$ cat config.mk
export PLATFORM = sky130hd
export DESIGN_NAME = fifo_rr_arbiter_flat
export DESIGN_NICKNAME = d
export VERILOG_FILES = /design/src/rtl/fifo_rr_arbiter_if.sv /design/src/rtl/fifo_rr_arbiter.sv /design/src/flat_wrapper.sv
export SDC_FILE = /design/constraint.sdc
export NUM_CORES = 1
export LEC_CHECK = 0
export BUFFER_PORTS_ARGS = -buffer_cell sky130_fd_sc_hd__buf_4
export CAP_MARGIN = 20
export CORE_MARGIN = 1
export CORE_UTILIZATION = 35
export DETAILED_ROUTE_END_ITERATION = 7
export HOLD_SLACK_MARGIN = 0.12
export PLACE_DENSITY = 0.74
export RECOVER_POWER = 100
export SLEW_MARGIN = 10
export SYNTH_ARGS = -nofsm -noshare
export SYNTH_HDL_FRONTEND = slang
export SYNTH_SLANG_ARGS = --single-unit
$ cat constraint.sdc
create_clock -name clk -period 3.2 [get_ports clk]
set_clock_uncertainty 0.15 [all_clocks]
set_input_delay 0.64 -clock clk [delete_from_list [all_inputs] [get_ports clk]]
set_output_delay 0.64 -clock clk [all_outputs]
set_load 0.01 [all_outputs]
$ cat src/rtl/fifo_rr_arbiter_if.sv
// Bundle of FIFO read-side and output-link signals for the wormhole round-robin arbiter.
// slave = arbiter side, master = FIFOs plus downstream link.
interface fifo_rr_arbiter_if #(
  parameter int NUM_REQ = 4
);
  logic [NUM_REQ-1:0]    fifo_empty;
  logic [16*NUM_REQ-1:0] fifo_data;
  logic [NUM_REQ-1:0]    fifo_read;
  logic [15:0]           out_data;
  logic                  out_valid;
  logic                  out_ready;
  logic [NUM_REQ-1:0]    grant;
  logic                  busy;
  logic                  protocol_err;

  modport slave (
    input  fifo_empty, fifo_data, out_ready,
    output fifo_read, out_data, out_valid, grant, busy, protocol_err
  );

  modport master (
    output fifo_empty, fifo_data, out_ready,
    input  fifo_read, out_data, out_valid, grant, busy, protocol_err
  );
endinterface

$ cat src/rtl/fifo_rr_arbiter.sv
// Wormhole round-robin arbiter: locks one FIFO onto the 16-bit output link from head
// to tail flit, strobes its read combinationally, and flags malformed/over-length packets.
//
// state  | meaning
// IDLE   | no owner; pick next non-empty FIFO at/after rr_ptr (one-cycle bubble)
// LOCKED | grant held by one FIFO until tail, first-flit single, or length limit
module fifo_rr_arbiter #(
  parameter int NUM_REQ     = 4,
  parameter int MAX_PKT_LEN = 16
) (
  input logic               clk,
  input logic               reset,
  fifo_rr_arbiter_if.slave  bus
);
  localparam int IDXW = (NUM_REQ > 1) ? $clog2(NUM_REQ) : 1;
  localparam int CNTW = $clog2(MAX_PKT_LEN + 1);

  localparam logic [1:0] FT_BODY   = 2'b00;
  localparam logic [1:0] FT_TAIL   = 2'b01;
  localparam logic [1:0] FT_HEAD   = 2'b10;
  localparam logic [1:0] FT_SINGLE = 2'b11;

  typedef enum logic {IDLE, LOCKED} state_t;

  state_t             state_q, state_d;
  logic [NUM_REQ-1:0] grant_q, grant_d;
  logic [IDXW-1:0]    gidx_q, gidx_d;
  logic [IDXW-1:0]    rr_ptr_q, rr_ptr_d;
  logic [CNTW-1:0]    flit_cnt_q, flit_cnt_d;
  logic               err_q, err_d;

  logic        sel_found;
  int          sel_idx;
  int          probe;
  logic [15:0] head_flit;
  logic [1:0]  ftype;
  logic        vld;
  logic        xfer;
  logic        first_flit;
  logic        at_max;
  logic        rel;

  always_ff @(posedge clk or negedge reset) begin
    if (!reset) begin
      state_q    <= IDLE;
      grant_q    <= '0;
      gidx_q     <= '0;
      rr_ptr_q   <= '0;
      flit_cnt_q <= '0;
      err_q      <= 1'b0;
    end else begin
      state_q    <= state_d;
      grant_q    <= grant_d;
      gidx_q     <= gidx_d;
      rr_ptr_q   <= rr_ptr_d;
      flit_cnt_q <= flit_cnt_d;
      err_q      <= err_d;
    end
  end

  always_comb begin
    state_d    = state_q;
    grant_d    = grant_q;
    gidx_d     = gidx_q;
    rr_ptr_d   = rr_ptr_q;
    flit_cnt_d = flit_cnt_q;
    err_d      = err_q;

    // Cyclic search starting at rr_ptr; first non-empty FIFO wins.
    sel_found = 1'b0;
    sel_idx   = 0;
    for (int k = 0; k < NUM_REQ; k++) begin
      probe = int'(rr_ptr_q) + k;
      if (probe >= NUM_REQ) probe = probe - NUM_REQ;
      if (!sel_found && !bus.fifo_empty[probe]) begin
        sel_found = 1'b1;
        sel_idx   = probe;
      end
    end

    head_flit  = bus.fifo_data[{gidx_q, 4'b0000} +: 16];
    ftype      = head_flit[15:14];
    vld        = (state_q == LOCKED) && !bus.fifo_empty[gidx_q];
    xfer       = vld && bus.out_ready;
    first_flit = (flit_cnt_q == '0);
    at_max     = (int'(flit_cnt_q) + 1 == MAX_PKT_LEN);
    rel        = 1'b0;

    bus.out_valid    = vld;
    bus.out_data     = vld ? head_flit : 16'h0000;
    bus.fifo_read    = xfer ? grant_q : '0;
    bus.grant        = grant_q;
    bus.busy         = (state_q == LOCKED);
    bus.protocol_err = err_q;

    case (state_q)
      IDLE: begin
        if (sel_found) begin
          for (int i = 0; i < NUM_REQ; i++) grant_d[i] = (i == sel_idx);
          gidx_d     = IDXW'(sel_idx);
          flit_cnt_d = '0;
          state_d    = LOCKED;
        end
      end
      LOCKED: begin
        if (xfer) begin
          flit_cnt_d = flit_cnt_q + 1'b1;
          if (first_flit && !(ftype == FT_HEAD || ftype == FT_SINGLE)) err_d = 1'b1;
          if (!first_flit && (ftype == FT_HEAD || ftype == FT_SINGLE)) err_d = 1'b1;
          if (ftype == FT_TAIL || (first_flit && ftype == FT_SINGLE)) begin
            rel = 1'b1;
          end else if (at_max) begin
            // Length limit hit without a terminating flit: cut the packet off.
            rel   = 1'b1;
            err_d = 1'b1;
          end
          if (rel) begin
            state_d  = IDLE;
            grant_d  = '0;
            rr_ptr_d = (int'(gidx_q) == NUM_REQ - 1) ? '0 : gidx_q + 1'b1;
          end
        end
      end
      default: state_d = IDLE;
    endcase
  end

  logic unused_body;
  assign unused_body = (FT_BODY == 2'b00);
endmodule

$ cat src/flat_wrapper.sv
// flat-port wrapper written by rule: the top's interface ports become plain ports
module fifo_rr_arbiter_flat 
#(
  parameter int NUM_REQ     = 4,
  parameter int MAX_PKT_LEN = 16
)
  (clk, reset, bus_fifo_empty, bus_fifo_data, bus_out_ready, bus_fifo_read, bus_out_data, bus_out_valid, bus_grant, bus_busy, bus_protocol_err);
  fifo_rr_arbiter_if #(.NUM_REQ(NUM_REQ)) bus_i ();
  input logic clk;
  input logic reset;
  input wire logic [$bits(bus_i.fifo_empty)-1:0] bus_fifo_empty;
  input wire logic [$bits(bus_i.fifo_data)-1:0] bus_fifo_data;
  input wire logic [$bits(bus_i.out_ready)-1:0] bus_out_ready;
  output wire logic [$bits(bus_i.fifo_read)-1:0] bus_fifo_read;
  output wire logic [$bits(bus_i.out_data)-1:0] bus_out_data;
  output wire logic [$bits(bus_i.out_valid)-1:0] bus_out_valid;
  output wire logic [$bits(bus_i.grant)-1:0] bus_grant;
  output wire logic [$bits(bus_i.busy)-1:0] bus_busy;
  output wire logic [$bits(bus_i.protocol_err)-1:0] bus_protocol_err;
  assign bus_i.fifo_empty = bus_fifo_empty;
  assign bus_i.fifo_data = bus_fifo_data;
  assign bus_i.out_ready = bus_out_ready;
  assign bus_fifo_read = bus_i.fifo_read;
  assign bus_out_data = bus_i.out_data;
  assign bus_out_valid = bus_i.out_valid;
  assign bus_grant = bus_i.grant;
  assign bus_busy = bus_i.busy;
  assign bus_protocol_err = bus_i.protocol_err;
  fifo_rr_arbiter #(.NUM_REQ(NUM_REQ), .MAX_PKT_LEN(MAX_PKT_LEN)) u_core (.clk(clk), .reset(reset), .bus(bus_i));
endmodule
## After elaboration in Yosys (flattened, before gate mapping)

Cells that the tools add are included.

| word-level totals | value |
|---|---|
| flip-flop bits (word level) | 15 |
| input port bits | 71 |
| output and inout port bits | 27 |

| operators by class | value |
|---|---|
| add/sub/neg operators | 10 |
| $lt $le $gt $ge | 9 |
| eq/ne operators | 11 |
| shift-type cells | 1 |
| muxes and demuxes | 48 |
| bitwise logic cells | 1 |
| reductions and logical operators | 25 |

Operator list:

| kind | number |
|---|---|
| $mux 32 | 8 |
| $lt 32x4->1 const B | 4 |
| $ge 32x4->1 const B | 3 |
| $sub 32x4->32 const B | 3 |
| $eq 3x32->1 const A | 2 |
| $shiftx 64x7->16 | 1 |
| $eq 2x32->1 const A | 1 |
| $eq 32x6->1 const B | 1 |
| $logic_not 32->1 | 1 |
| $mux 1 | 24 |
| $mux 16 | 1 |
| $mux 4 | 4 |
| $bmux 1 s2 | 5 |
| $mux 5 | 2 |
| $pmux 5 s2 | 1 |
| $logic_and 1x1->1 | 8 |
| $logic_not 1->1 | 8 |
| $pmux 4 s2 | 1 |
| $add 2x2->3 const B | 2 |
| $add 5x1->6 const B | 1 |
| $reduce_and 2->1 | 3 |
| $reduce_and 3->1 | 2 |
| $add 5x1->5 const B | 1 |
| $logic_not 5->1 | 1 |
| other kinds (13) | 17 |

## Logic depth before layout (Yosys ltp)

Gate-level depths: netlist of the first run.

| depth | value |
|---|---|
| word-level depth | 18 |
| gate-level depth with buffers | 8 |
| mapped depth without buffers | 7 |

## Worst setup path before layout of the first run

OpenSTA, ideal clock, no wires.

| timing | value |
|---|---|
| kind | register -> register |
| start | register u_core.rr_ptr_q[0] |
| end | register u_core.grant_q[1], in the netlist u_core.bus.grant[1] |
| library setup time | 101 ps |
| arrival time | 2521 ps |
| required time | 2949 ps |
| path slack | 429 ps |
| cell stages (with the launch flop) | 9 |
| clock period less this slack | 2771 ps |
| cell sequence | dfrtp_1 > buf_6 > inv_1 > ha_1 > mux4_2 > a41o_1 > a311oi_2 > a21bo_1 > o32ai_1 |

| on the way | value |
|---|---|
| cells in the longest elaborated chain, start to end | 18 |

Ends and longest elaborated chain:

| element | line | text |
|---|---|---|
| start, declared | fifo_rr_arbiter.sv:28 | `logic [IDXW-1:0] rr_ptr_q, rr_ptr_d;` |
| start signal, assigned | fifo_rr_arbiter.sv:55 | `rr_ptr_q <= rr_ptr_d;` |
| $add 2x1->3 | fifo_rr_arbiter.sv:73 | `probe = int'(rr_ptr_q) + k;` |
| $sub 32x4->32 / $ge 32x4->1 (equally long branches) | fifo_rr_arbiter.sv:74 | `if (probe >= NUM_REQ) probe = probe - NUM_REQ;` |
| $mux 32 | fifo_rr_arbiter.sv:74 |  |
| $bmux 1 s2 | fifo_rr_arbiter.sv:75 | `if (!sel_found && !bus.fifo_empty[probe]) begin` |
| $mux 1 (implied by the code) (2 in series) | fifo_rr_arbiter.sv:75 |  |
| $logic_not 1->1 | fifo_rr_arbiter.sv:75 |  |
| $logic_and 1x1->1 | fifo_rr_arbiter.sv:75 |  |
| $mux 1 | fifo_rr_arbiter.sv:75 |  |
| $logic_not 1->1 | fifo_rr_arbiter.sv:75 |  |
| $logic_and 1x1->1 | fifo_rr_arbiter.sv:75 |  |
| $mux 1 | fifo_rr_arbiter.sv:75 |  |
| $logic_not 1->1 | fifo_rr_arbiter.sv:75 |  |
| $logic_and 1x1->1 | fifo_rr_arbiter.sv:75 |  |
| $mux 32 | fifo_rr_arbiter.sv:75 |  |
| $eq 2x32->1 | fifo_rr_arbiter.sv:99 | `for (int i = 0; i < NUM_REQ; i++) grant_d[i] = (i == sel_idx);` |
| $mux 4 | fifo_rr_arbiter.sv:98 | `if (sel_found) begin` |
| $pmux 4 s2 | fifo_rr_arbiter.sv:96 | `case (state_q)` |
| end signal, assigned | fifo_rr_arbiter.sv:53 | `grant_q <= grant_d;` |
| end, declared | fifo_rr_arbiter.sv:26 | `logic [NUM_REQ-1:0] grant_q, grant_d;` |

Parallel ways exist; a longest one is shown, timed or not. The select of a mux whose other input is x is not followed.
A chain may end at the register's enable or synchronous reset.

## Final worst setup path of the first run

| timing | value |
|---|---|
| start | register u_core.gidx_q[0] |
| end | output bus_out_data[15] |

| on the way | value |
|---|---|
| cells in the longest elaborated chain, start to end | 5 |

Ends and longest elaborated chain:

| element | line | text |
|---|---|---|
| start, declared | fifo_rr_arbiter.sv:27 | `logic [IDXW-1:0] gidx_q, gidx_d;` |
| start signal, assigned | fifo_rr_arbiter.sv:54 | `gidx_q <= gidx_d;` |
| parallel branches: the longest is 4 deep, another holds $shiftx 64x7->16 | -- |  |
| $mux 16 * | fifo_rr_arbiter.sv:90 | `bus.out_data = vld ? head_flit : 16'h0000;` |
| end, declared | flat_wrapper.sv:15 | `output wire logic [$bits(bus_i.out_data)-1:0] bus_out_data;` |

Mark *: on every way between the ends. The select of a mux whose other input is x is not followed.

==> results.sh, run 1 <==
export IMPL_diodes=0
export IMPL_first_iter_violations=63
export IMPL_whs_path_depth=1
export IMPL_dp_hpwl_um=3870
export IMPL_top_usage_layer="met2"
export IMPL_rrSetupSlack_ns=0.28
export IMPL_cts_tree="built"
export IMPL_overflow=0
export IMPL_clock_fmax_mhz=341
export IMPL_antenna_found_initial=0
export IMPL_synthFlopType="dfrtp_1"
export IMPL_use_met3=0.0328
export IMPL_syn_area_per_cell_um2=10.3
export IMPL_worstSetupEndpointType="output pin"
export IMPL_grt_pass1_vias=1688
export IMPL_synth_cells=162
export IMPL_status="finished with violations"
export IMPL_coreArea_mm2=0.00447
export IMPL_fin_area_mm2=0.00240
export IMPL_vias_per_cell=5.33
export IMPL_ys_seq_elements=15
export IMPL_drcViolationCount=11
export IMPL_rsz0062_at_grt="no"
export IMPL_fp_dieH_um=71.1
export IMPL_async_reset_ff_frac=1.00
export IMPL_post_cts_buffers=0
export IMPL_setup_viol=0
export IMPL_row_count=24
export IMPL_violations="DRC"
export IMPL_crit_fanout=15
export IMPL_die_area_mm2=0.00505
export IMPL_io_buffers=97
export IMPL_design_power_total_mw=1.82
export IMPL_synth_top_cells_by_area="mux4_2 28%, dfrtp_1 22%, ha_1 6.0%, nor2b_1 6.0%, o21ai_0 3.0%"
export IMPL_worstPathArrival_ns=2.14
export IMPL_cts_root_buf="clkbuf_8"
export IMPL_hold_class="register to register"
export IMPL_synth_top_area_share=0.283
export IMPL_yosysWarnings=0
export IMPL_layout_common_cells="73 x buf_4, 29 x clkbuf_1, 21 x mux4_2"
export IMPL_grt_use_met1=0.203
export IMPL_slew_headroom=0.447
export IMPL_yosysUniqueCellTypes=42
export IMPL_syn_to_final_growth_pct=43.7
export IMPL_drv_cap=0
export IMPL_grt_util_met2=0.387
export IMPL_grt_max_degree=19
export IMPL_cts_sinks=15
export IMPL_drt_first_pass_iters=6
export IMPL_avgRoutedWirePerCell_um=15.2
export IMPL_hold_viol_final=0
export IMPL_totalNegativeSetupSlack_ns=0
export IMPL_initial_core_util=0.373
export IMPL_holdWs_ns=0.306
export IMPL_final_common_cell="buf_4"
export IMPL_wl_um=4720
export IMPL_synth_edff_count=0
export IMPL_gp_congestion=0.894
export IMPL_clk_latency_ns=0.24
export IMPL_die_w_um=71.1
export IMPL_worst_pin_slew_ns=0.830
export IMPL_drtAntennaViolNets=0
export IMPL_syn_cell_area_mm2=0.00167
export IMPL_leakage_nw=1.03
export IMPL_cp_start_kind="register"
export IMPL_grtUsageTotal=0.190
export IMPL_h_tree_depth=1
export IMPL_worstPathRequired_ns=2.41
export IMPL_drive_gt1_frac=0.382
export IMPL_ff2ff_path_depth=7
export IMPL_grt_pass1_wl_um=7720
export IMPL_crit_type="register to output pin"
export IMPL_placed_area_mm2=0.00245
export IMPL_power_density_mw_per_mm2=759
export IMPL_cts_buffer_depth=2
export IMPL_syn_nets=241
export IMPL_drv_slew=0
export IMPL_io_pins=98
export IMPL_clk_pin_slew_ns=0.06
export IMPL_fin_crit_ns=2.93
export IMPL_synth_seq_area_share=0.225
export IMPL_vias=1658
export IMPL_synth_top_area_cell="mux4_2"
export IMPL_final_nets=339
export IMPL_cts_buffers=3
export IMPL_period_share=0.916
export IMPL_max_vdd_ir_drop_mv=0.346
export IMPL_fin_util=0.537
==> synthesized netlist by cell type (3+ instances only) <==
cell type  instances
clkbuf_1           6
dfrtp_1           15
ha_1               8
inv_1             12
mux2i_1            4
mux4_2            21
nand2_1            8
nand2b_1           5
nand3_1            6
nor2_1            10
nor2b_1           16
o21ai_0           10
o32ai_1            4
xnor2_1            3
==> cells by family after synthesis <==
kind of cell | after synthesis | synth area share
xor+xnor | 4 | 0.0210
mux | 27 | 0.321
compound gates | 29 | 0.129
buf+inv | 22 | 0.0554
fa+ha+maj | 8 | 0.0599
flops | 15 | 0.225
simple gates | 57 | 0.190
==> registers in the layout, indices dropped and copies added, names as in the netlist <==
name / count
u_core.bus.protocol_err: 1
u_core.gidx_q: 2
u_core.bus.busy: 1
u_core.rr_ptr_q: 2
u_core.flit_cnt_q: 5
u_core.bus.grant: 4
==> worst max-delay path, stage by stage, from the launching register on <==
cell      delay [ns]
dfrtp_1         0.47
clkbuf_2        0.51
mux4_2          0.62
nor2b_1         0.15
clkbuf_1        0.15
==> through the flow <==
step           setup WS [ns]  std cells
2_1_floorplan          0.429        162
3_3_place_gp           0.350        306
3_5_place_dp           0.252        306
4_1_cts                0.239        311
5_1_grt                0.100        311
6_report               0.267        311
==> per-layer routing <==
layer / up-vias / part of all wire
met3: 2 / 0.072
li1: 811 / -
met2: 58 / 0.54
met1: 787 / 0.38
met4: 0 / 0.0040
met5: - / 0
==> layout make-up <==
cell class                 count  area [um^2]
sequential                    15          375
timing repair buffer         103          668
tap                           52         65.1
fill                         459         2070
inverter                      12         45.0
multi-input combinational    125         1200
clock buffer                   4         45.0
==> final timing paths <==
kind | from | endpoint
worst max-delay path | u_core.gidx_q[0] | bus_out_data[15]
worst min-delay path | u_core.bus.protocol_err | u_core.bus.protocol_err
worst max register to register | u_core.rr_ptr_q[0] | u_core.bus.grant[1]
worst min register to register | u_core.bus.protocol_err | u_core.bus.protocol_err
max in group asynchronous | reset | u_core.gidx_q[1]
min in group asynchronous | reset | u_core.bus.protocol_err
==> report_power, final <==
group	switching, mW	leakage [nW]	total, mW	internal [mW]
combinational	0.701	0.824	1.33	0.626
sequential	0.0796	0.185	0.346	0.267
clock	0.0620	0.0228	0.150	0.0880
==> repair_timing <==
action                                 4_1_cts  5_1_grt
resized for setup                            0        0
hold buffers                                 1        0
endpoints found under the hold margin       15        0
(Power assumes the default switching activity.)
==> run 2, diff against run 1 <==
CORE_MARGIN = 4   (was 1)
==> run 2 against run 1 <==
Net effect: the run now ends clean; global-route usage shrank 2.1 points; clock power is essentially flat; maximum frequency shrank 0.22%; utilization shrank 0.11 points; hold slack gained 0.0042 ns; via count grew 0.48%; first-iteration DRC count shrank 21%; final cell count is the same; final area shrank 0.21%; critical path type is now input port to output pin; wire length grew 9.5%.
==> results.sh, run 2 (same netlist as run 1, synthesis figures left out) <==
export IMPL_syn_to_final_growth_pct=43.4
export IMPL_endpoint="bus_out_data[10]"
export IMPL_status="complete, no violations"
export IMPL_leakage_nw=1.03
export IMPL_overflow=0
export IMPL_power_density_mw_per_mm2=762
export IMPL_holdWs_ns=0.311
export IMPL_worstSetupEndpointType="output pin"
export IMPL_post_cts_buffers=0
export IMPL_rrSetupSlack_ns=0.29
export IMPL_cp_start_kind="input port"
export IMPL_hold_viol_final=0
export IMPL_avgRoutedWirePerCell_um=16.6
export IMPL_gp_congestion=0.866
export IMPL_rsz0062_at_grt="no"
export IMPL_clk_pin_slew_ns=0.07
export IMPL_multi_input_area_mm2=0.00120
export IMPL_fin_crit_ns=2.94
export IMPL_crit_type="input port to output pin"
export IMPL_r2r_start="u_core.rr_ptr_q[0]"
export IMPL_crit_fanout=17
export IMPL_fp_dieH_um=77.1
export IMPL_grt_max_degree=19
export IMPL_antenna_found_initial=0
export IMPL_layout_common_cells="73 x buf_4, 28 x clkbuf_1, 21 x mux4_2"
export IMPL_cts_root_buf="clkbuf_8"
export IMPL_final_common_cell="buf_4"
export IMPL_grtUsageTotal=0.168
export IMPL_regArea_um2=375
export IMPL_cts_resized=0
export IMPL_r2r_end="u_core.bus.grant[3]"
export IMPL_dp_hpwl_um=4250
export IMPL_drv_slew=0
export IMPL_ff2ff_path_depth=7
export IMPL_largest_register_ffs=5
export IMPL_drt_first_pass_iters=4
export IMPL_regMostFlops="u_core.flit_cnt_q"
export IMPL_num_fill_cells=442
export IMPL_worst_pin_slew_ns=0.831
export IMPL_row_count=24
export IMPL_drive_gt1_frac=0.382
export IMPL_worstPathRequired_ns=2.41
export IMPL_diodes=0
export IMPL_io_buffers=97
export IMPL_grt_pass1_vias=1582
export IMPL_vias_per_cell=5.36
export IMPL_period_share=0.919
export IMPL_pre_cts_ws_ns=0.300
export IMPL_cp_startpoint="bus_fifo_empty[3]"
export IMPL_max_vdd_ir_drop_mv=0.386
export IMPL_totalNegativeSetupSlack_ns=0
export IMPL_final_nets=339
export IMPL_drcViolationCount=0
export IMPL_worstPathArrival_ns=2.15
export IMPL_cts_sinks=15
export IMPL_clock_fmax_mhz=340
export IMPL_fin_ws_ns=0.261
export IMPL_io_pins=98
export IMPL_h_tree_depth=1
export IMPL_hold_class="register to register"
export IMPL_vias=1666
export IMPL_setup_viol=0
export IMPL_cts_buffer_depth=2
export IMPL_wl_um=5160
export IMPL_drv_cap=0
export IMPL_initial_core_util=0.373
export IMPL_first_iter_violations=50
export IMPL_die_w_um=77.1
export IMPL_grt_pass1_wl_um=8130
export IMPL_design_power_total_mw=1.83
export IMPL_cts_tree="built"
export IMPL_slew_headroom=0.446
export IMPL_coreArea_mm2=0.00447
export IMPL_die_area_mm2=0.00594
export IMPL_clk_latency_ns=0.25
export IMPL_drtAntennaViolNets=0
export IMPL_cts_hold_buf=1
export IMPL_cts_buffers=3
export IMPL_fin_util=0.536
[run 2: changes by cell type in the layout (fill, tap and decap cells not counted), sizes merged]
cell / previous run / this run
clkbuf: 33 / 32
clkinv: 0 / 1
[run 2: cell type report]
class / instances / area share
Timing Repair Buffer: 103 / 0.279
Inverter: 12 / 0.0188
Clock buffer: 3 / 0.0172
Multi-Input combinational cell: 125 / 0.499
Clock inverter: 1 / 0.00209
Tap cell: 52 / 0.0272
Sequential cell: 15 / 0.157
[run 2: routing by layer]
layer | up-vias | GRT usage | wire length (um)
met5 | - | 0 | 0
met4 | 0 | 0.0480 | 46
met3 | 4 | 0.0234 | 322
met2 | 64 | 0.312 | 2730
met1 | 790 | 0.201 | 2070
li1 | 808 | - | -
[run 2: report_power, final]
group | leakage [nW] | internal (mW) | total (mW) | switching (mW)
clock | 0.0255 | 0.0862 | 0.153 | 0.0671
combinational | 0.824 | 0.623 | 1.33 | 0.706
sequential | 0.185 | 0.267 | 0.344 | 0.0774
[run 2: how the worst min path moves through the flow]
stage / start / end / slack [ns] / depth (start not counted)
after detailed placement: u_core.bus.protocol_err / u_core.bus.protocol_err / 0.31 / 1
final: u_core.bus.protocol_err / u_core.bus.protocol_err / 0.31 / 1
after floorplan: reset / u_core.bus.busy / 0.19 / 0
after global placement: u_core.bus.protocol_err / u_core.bus.protocol_err / 0.29 / 1
after global routing: u_core.bus.protocol_err / u_core.bus.protocol_err / 0.33 / 1
after CTS: u_core.bus.protocol_err / u_core.bus.protocol_err / 0.32 / 1
[run 2: through the flow]
step,std cells,instance area (um^2)
2_1_floorplan,162,1670
4_1_cts,311,2510
6_report,311,2400
3_5_place_dp,306,2450
3_3_place_gp,306,2450
5_1_grt,311,2400
[run 2: critical path: stages]
cell,delay (ns)
buf_4,0.14
mux4_2,0.49
nand2b_1,0.45
nor2b_1,0.25
clkbuf_1,0.18
==> run 3, diff against run 2 <==
ABC_AREA = 1   (was not set)
PLACE_DENSITY = 0.72   (was 0.74)
==> run 3 against run 2 <==
Net effect: clock power down 5%; via count grew 33%; die area rose by 8.4%; utilization decreased by 4.5 points; global-route usage increased by 0.78 points; synthesized cell count up 88%; first-iteration DRC count is 42% higher; hold slack gained 0.014 ns; total power is 13% higher; sequential cell count unchanged; worst setup slack improved by 0.15 ns; sequential share of layout area is 0.59 points lower; largest cell class unchanged.
==> results.sh, run 3 <==
export IMPL_worstPathArrival_ns=2.76
export IMPL_synth_top_area_cell="dfrtp_1"
export IMPL_synth_fa_ha_area_frac=0.0548
export IMPL_leakage_nw=1.29
export IMPL_r2r_end="u_core.flit_cnt_q[2]"
export IMPL_regMostFlops="u_core.flit_cnt_q"
export IMPL_gp_congestion=0.831
export IMPL_min_delay_worst_endpoint="u_core.bus.protocol_err"
export IMPL_holdWs_ns=0.324
export IMPL_worstSetupEndpointType="register"
export IMPL_dp_hpwl_um=4660
export IMPL_final_nets=478
export IMPL_worstHoldStart="u_core.bus.protocol_err"
export IMPL_drv_cap=0
export IMPL_initial_core_util=0.360
export IMPL_wl_um=5680
export IMPL_clk_latency_ns=0.24
export IMPL_async_reset_ff_frac=1.00
export IMPL_cts_resized=0
export IMPL_yosysMostFrequentCell="nor2_1"
export IMPL_synthTopCellsByCount="70 x nor2_1, 59 x nand2_1, 30 x nand3_1, 30 x o21ai_0, 21 x inv_1"
export IMPL_layout_cells_non_filler=468
export IMPL_rsz0062_at_grt="no"
export IMPL_synth_edff_count=0
export IMPL_fp_dieH_um=80.3
export IMPL_avgRoutedWirePerCell_um=12.1
export IMPL_post_cts_buffers=0
export IMPL_hold_class="register to register"
export IMPL_drive_gt1_frac=0.246
export IMPL_muxShareOfSynthArea=0
export IMPL_yosysWarnings=0
export IMPL_synth_compound_area_share=0.153
export IMPL_fin_area_mm2=0.00249
export IMPL_cts_hold_buf=1
export IMPL_cts_buffers=3
export IMPL_rrSetupSlack_ns=0.42
export IMPL_largest_register_ffs=5
export IMPL_cts_root_buf="clkbuf_8"
export IMPL_synth_seq_area_share=0.205
export IMPL_placed_cells=463
export IMPL_syn_cell_area_mm2=0.00183
export IMPL_vias_per_cell=4.75
export IMPL_cp_start_kind="register"
export IMPL_critical_path_top_delay_family="simple AND/OR/NAND/NOR gates"
export IMPL_crit_chain="inv_1 > ha_1 > inv_1 > nand3_1 > nand2_1 > nor2_1 > nand3b_2 > nand2_4 > nand2_1 > nand3_1 > o21ai_1"
export IMPL_synth_xor_area_share=0.00958
export IMPL_io_pins=98
export IMPL_crit_slowest_cell="dfrtp_1"
export IMPL_drtAntennaViolNets=0
export IMPL_cts_sinks=15
export IMPL_grt_max_degree=29
export IMPL_grtUsageTotal=0.176
export IMPL_hold_viol_final=0
export IMPL_power_density_mw_per_mm2=828
export IMPL_synth_simple_area_share=0.481
export IMPL_h_tree_depth=1
export IMPL_placed_area_mm2=0.00259
export IMPL_synth_top_cells_by_area="dfrtp_1 21%, nor2_1 14%, nand2_1 12%, nand3_1 8.2%, o21ai_0 8.2%"
export IMPL_slew_headroom=0.443
export IMPL_syn_nets=384
export IMPL_layout_common_cells="73 x buf_4, 72 x nor2_1, 63 x nand2_1"
export IMPL_yosysUniqueCellTypes=30
export IMPL_drv_slew=0
export IMPL_worst_pin_slew_ns=0.835
export IMPL_antenna_found_initial=0
export IMPL_row_count=26
export IMPL_whs_path_depth=2
export IMPL_io_buffers=97
export IMPL_overflow=0
export IMPL_clock_fmax_mhz=359
export IMPL_crit_type="register to register"
export IMPL_totalNegativeSetupSlack_ns=0
export IMPL_diodes=0
export IMPL_grt_pass1_wl_um=9270
export IMPL_cts_tree="built"
export IMPL_drcViolationCount=0
export IMPL_slowest_delay_ns=0.50
export IMPL_die_w_um=80.3
export IMPL_crit_fanout=11
export IMPL_period_share=0.870
export IMPL_max_vdd_ir_drop_mv=0.263
export IMPL_die_area_mm2=0.00644
export IMPL_syn_area_per_cell_um2=5.99
export IMPL_first_iter_violations=71
export IMPL_worstPathRequired_ns=3.17
export IMPL_cp_num_buf_inv=2
export IMPL_clk_pin_slew_ns=0.06
export IMPL_drt_first_pass_iters=4
export IMPL_synth_top_area_share=0.205
export IMPL_grt_pass1_vias=2085
export IMPL_status="complete, no violations"
export IMPL_r2r_start="u_core.rr_ptr_q[1]"
export IMPL_coreArea_mm2=0.00507
export IMPL_final_common_cell="buf_4"
export IMPL_syn_to_final_growth_pct=36.2
export IMPL_ys_seq_elements=15
export IMPL_fin_crit_ns=2.78
export IMPL_vias=2222
export IMPL_setup_viol=0
export IMPL_synth_cells=305
export IMPL_synth_top_family_by_area="simple AND/OR/NAND/NOR gates"
export IMPL_synthFlopType="dfrtp_1"
export IMPL_ff2ff_path_depth=11
export IMPL_cts_buffer_depth=2
-- run 3: worst min-delay path: stages (launching register included) --
cell and delay (ns):
dfrtp_1 0.35, inv_1 0.04, nand2_1 0.05
-- run 3: per-stage QoR --
| step | util | setup slack, ns | total power [mW] |
|---|---|---|---|
| 2_1_floorplan | - | 1.07 | 1.62 |
| 3_3_place_gp | 0.511 | 0.726 | 2.13 |
| 3_5_place_dp | 0.511 | 0.696 | 2.15 |
| 4_1_cts | 0.522 | 0.459 | 2.31 |
| 5_1_grt | 0.491 | 0.116 | 2.32 |
| 6_report | 0.491 | 0.415 | 2.06 |
-- run 3: worst max-delay path by stage --
stage	cells after the start	end	from	slack, ns
CTS	9	bus_fifo_read[1]	u_core.gidx_q[0]	0.46
global route	11	u_core.flit_cnt_q[2]	u_core.rr_ptr_q[1]	0.12
global placement	9	bus_fifo_read[3]	bus_fifo_empty[3]	0.73
finish	11	u_core.flit_cnt_q[2]	u_core.rr_ptr_q[1]	0.42
floorplan	6	bus_out_data[0]	bus_fifo_empty[1]	1.07
detailed placement	9	bus_fifo_read[1]	bus_fifo_empty[3]	0.70
-- run 3: power breakdown --
group	total, mW	internal (mW)	switching [mW]
sequential	0.340	0.255	0.0846
clock	0.146	0.0878	0.0587
combinational	1.58	0.546	1.03
-- run 3: final cells by class --
type	instances	area, um^2
fillers	587	2580
inverters	25	96.3
flip-flops and latches	15	375
multi-input cells	252	1220
repair buffers	102	664
clock buffers	4	45.0
well taps	70	87.6
-- run 3: logic make-up (layout without fill, tap and decap cells) --
family                   after synthesis  in the layout
adder cells (fa/ha/maj)                8              8
buffers and inverters                 38            131
AO/OA/AOI/OAI                         54             54
flip-flops                            15             15
XOR/XNOR                               2              2
AND/OR/NAND/NOR                      188            188
-- run 3: metal layers --
layer / vias to the layer above / global-route usage / wire, um
met4: 0 / 0.0270 / 39
met5: - / 0 / 0
met3: 4 / 0.0437 / 371
met1: 989 / 0.204 / 2290
li1: 1169 / - / -
met2: 60 / 0.329 / 2980
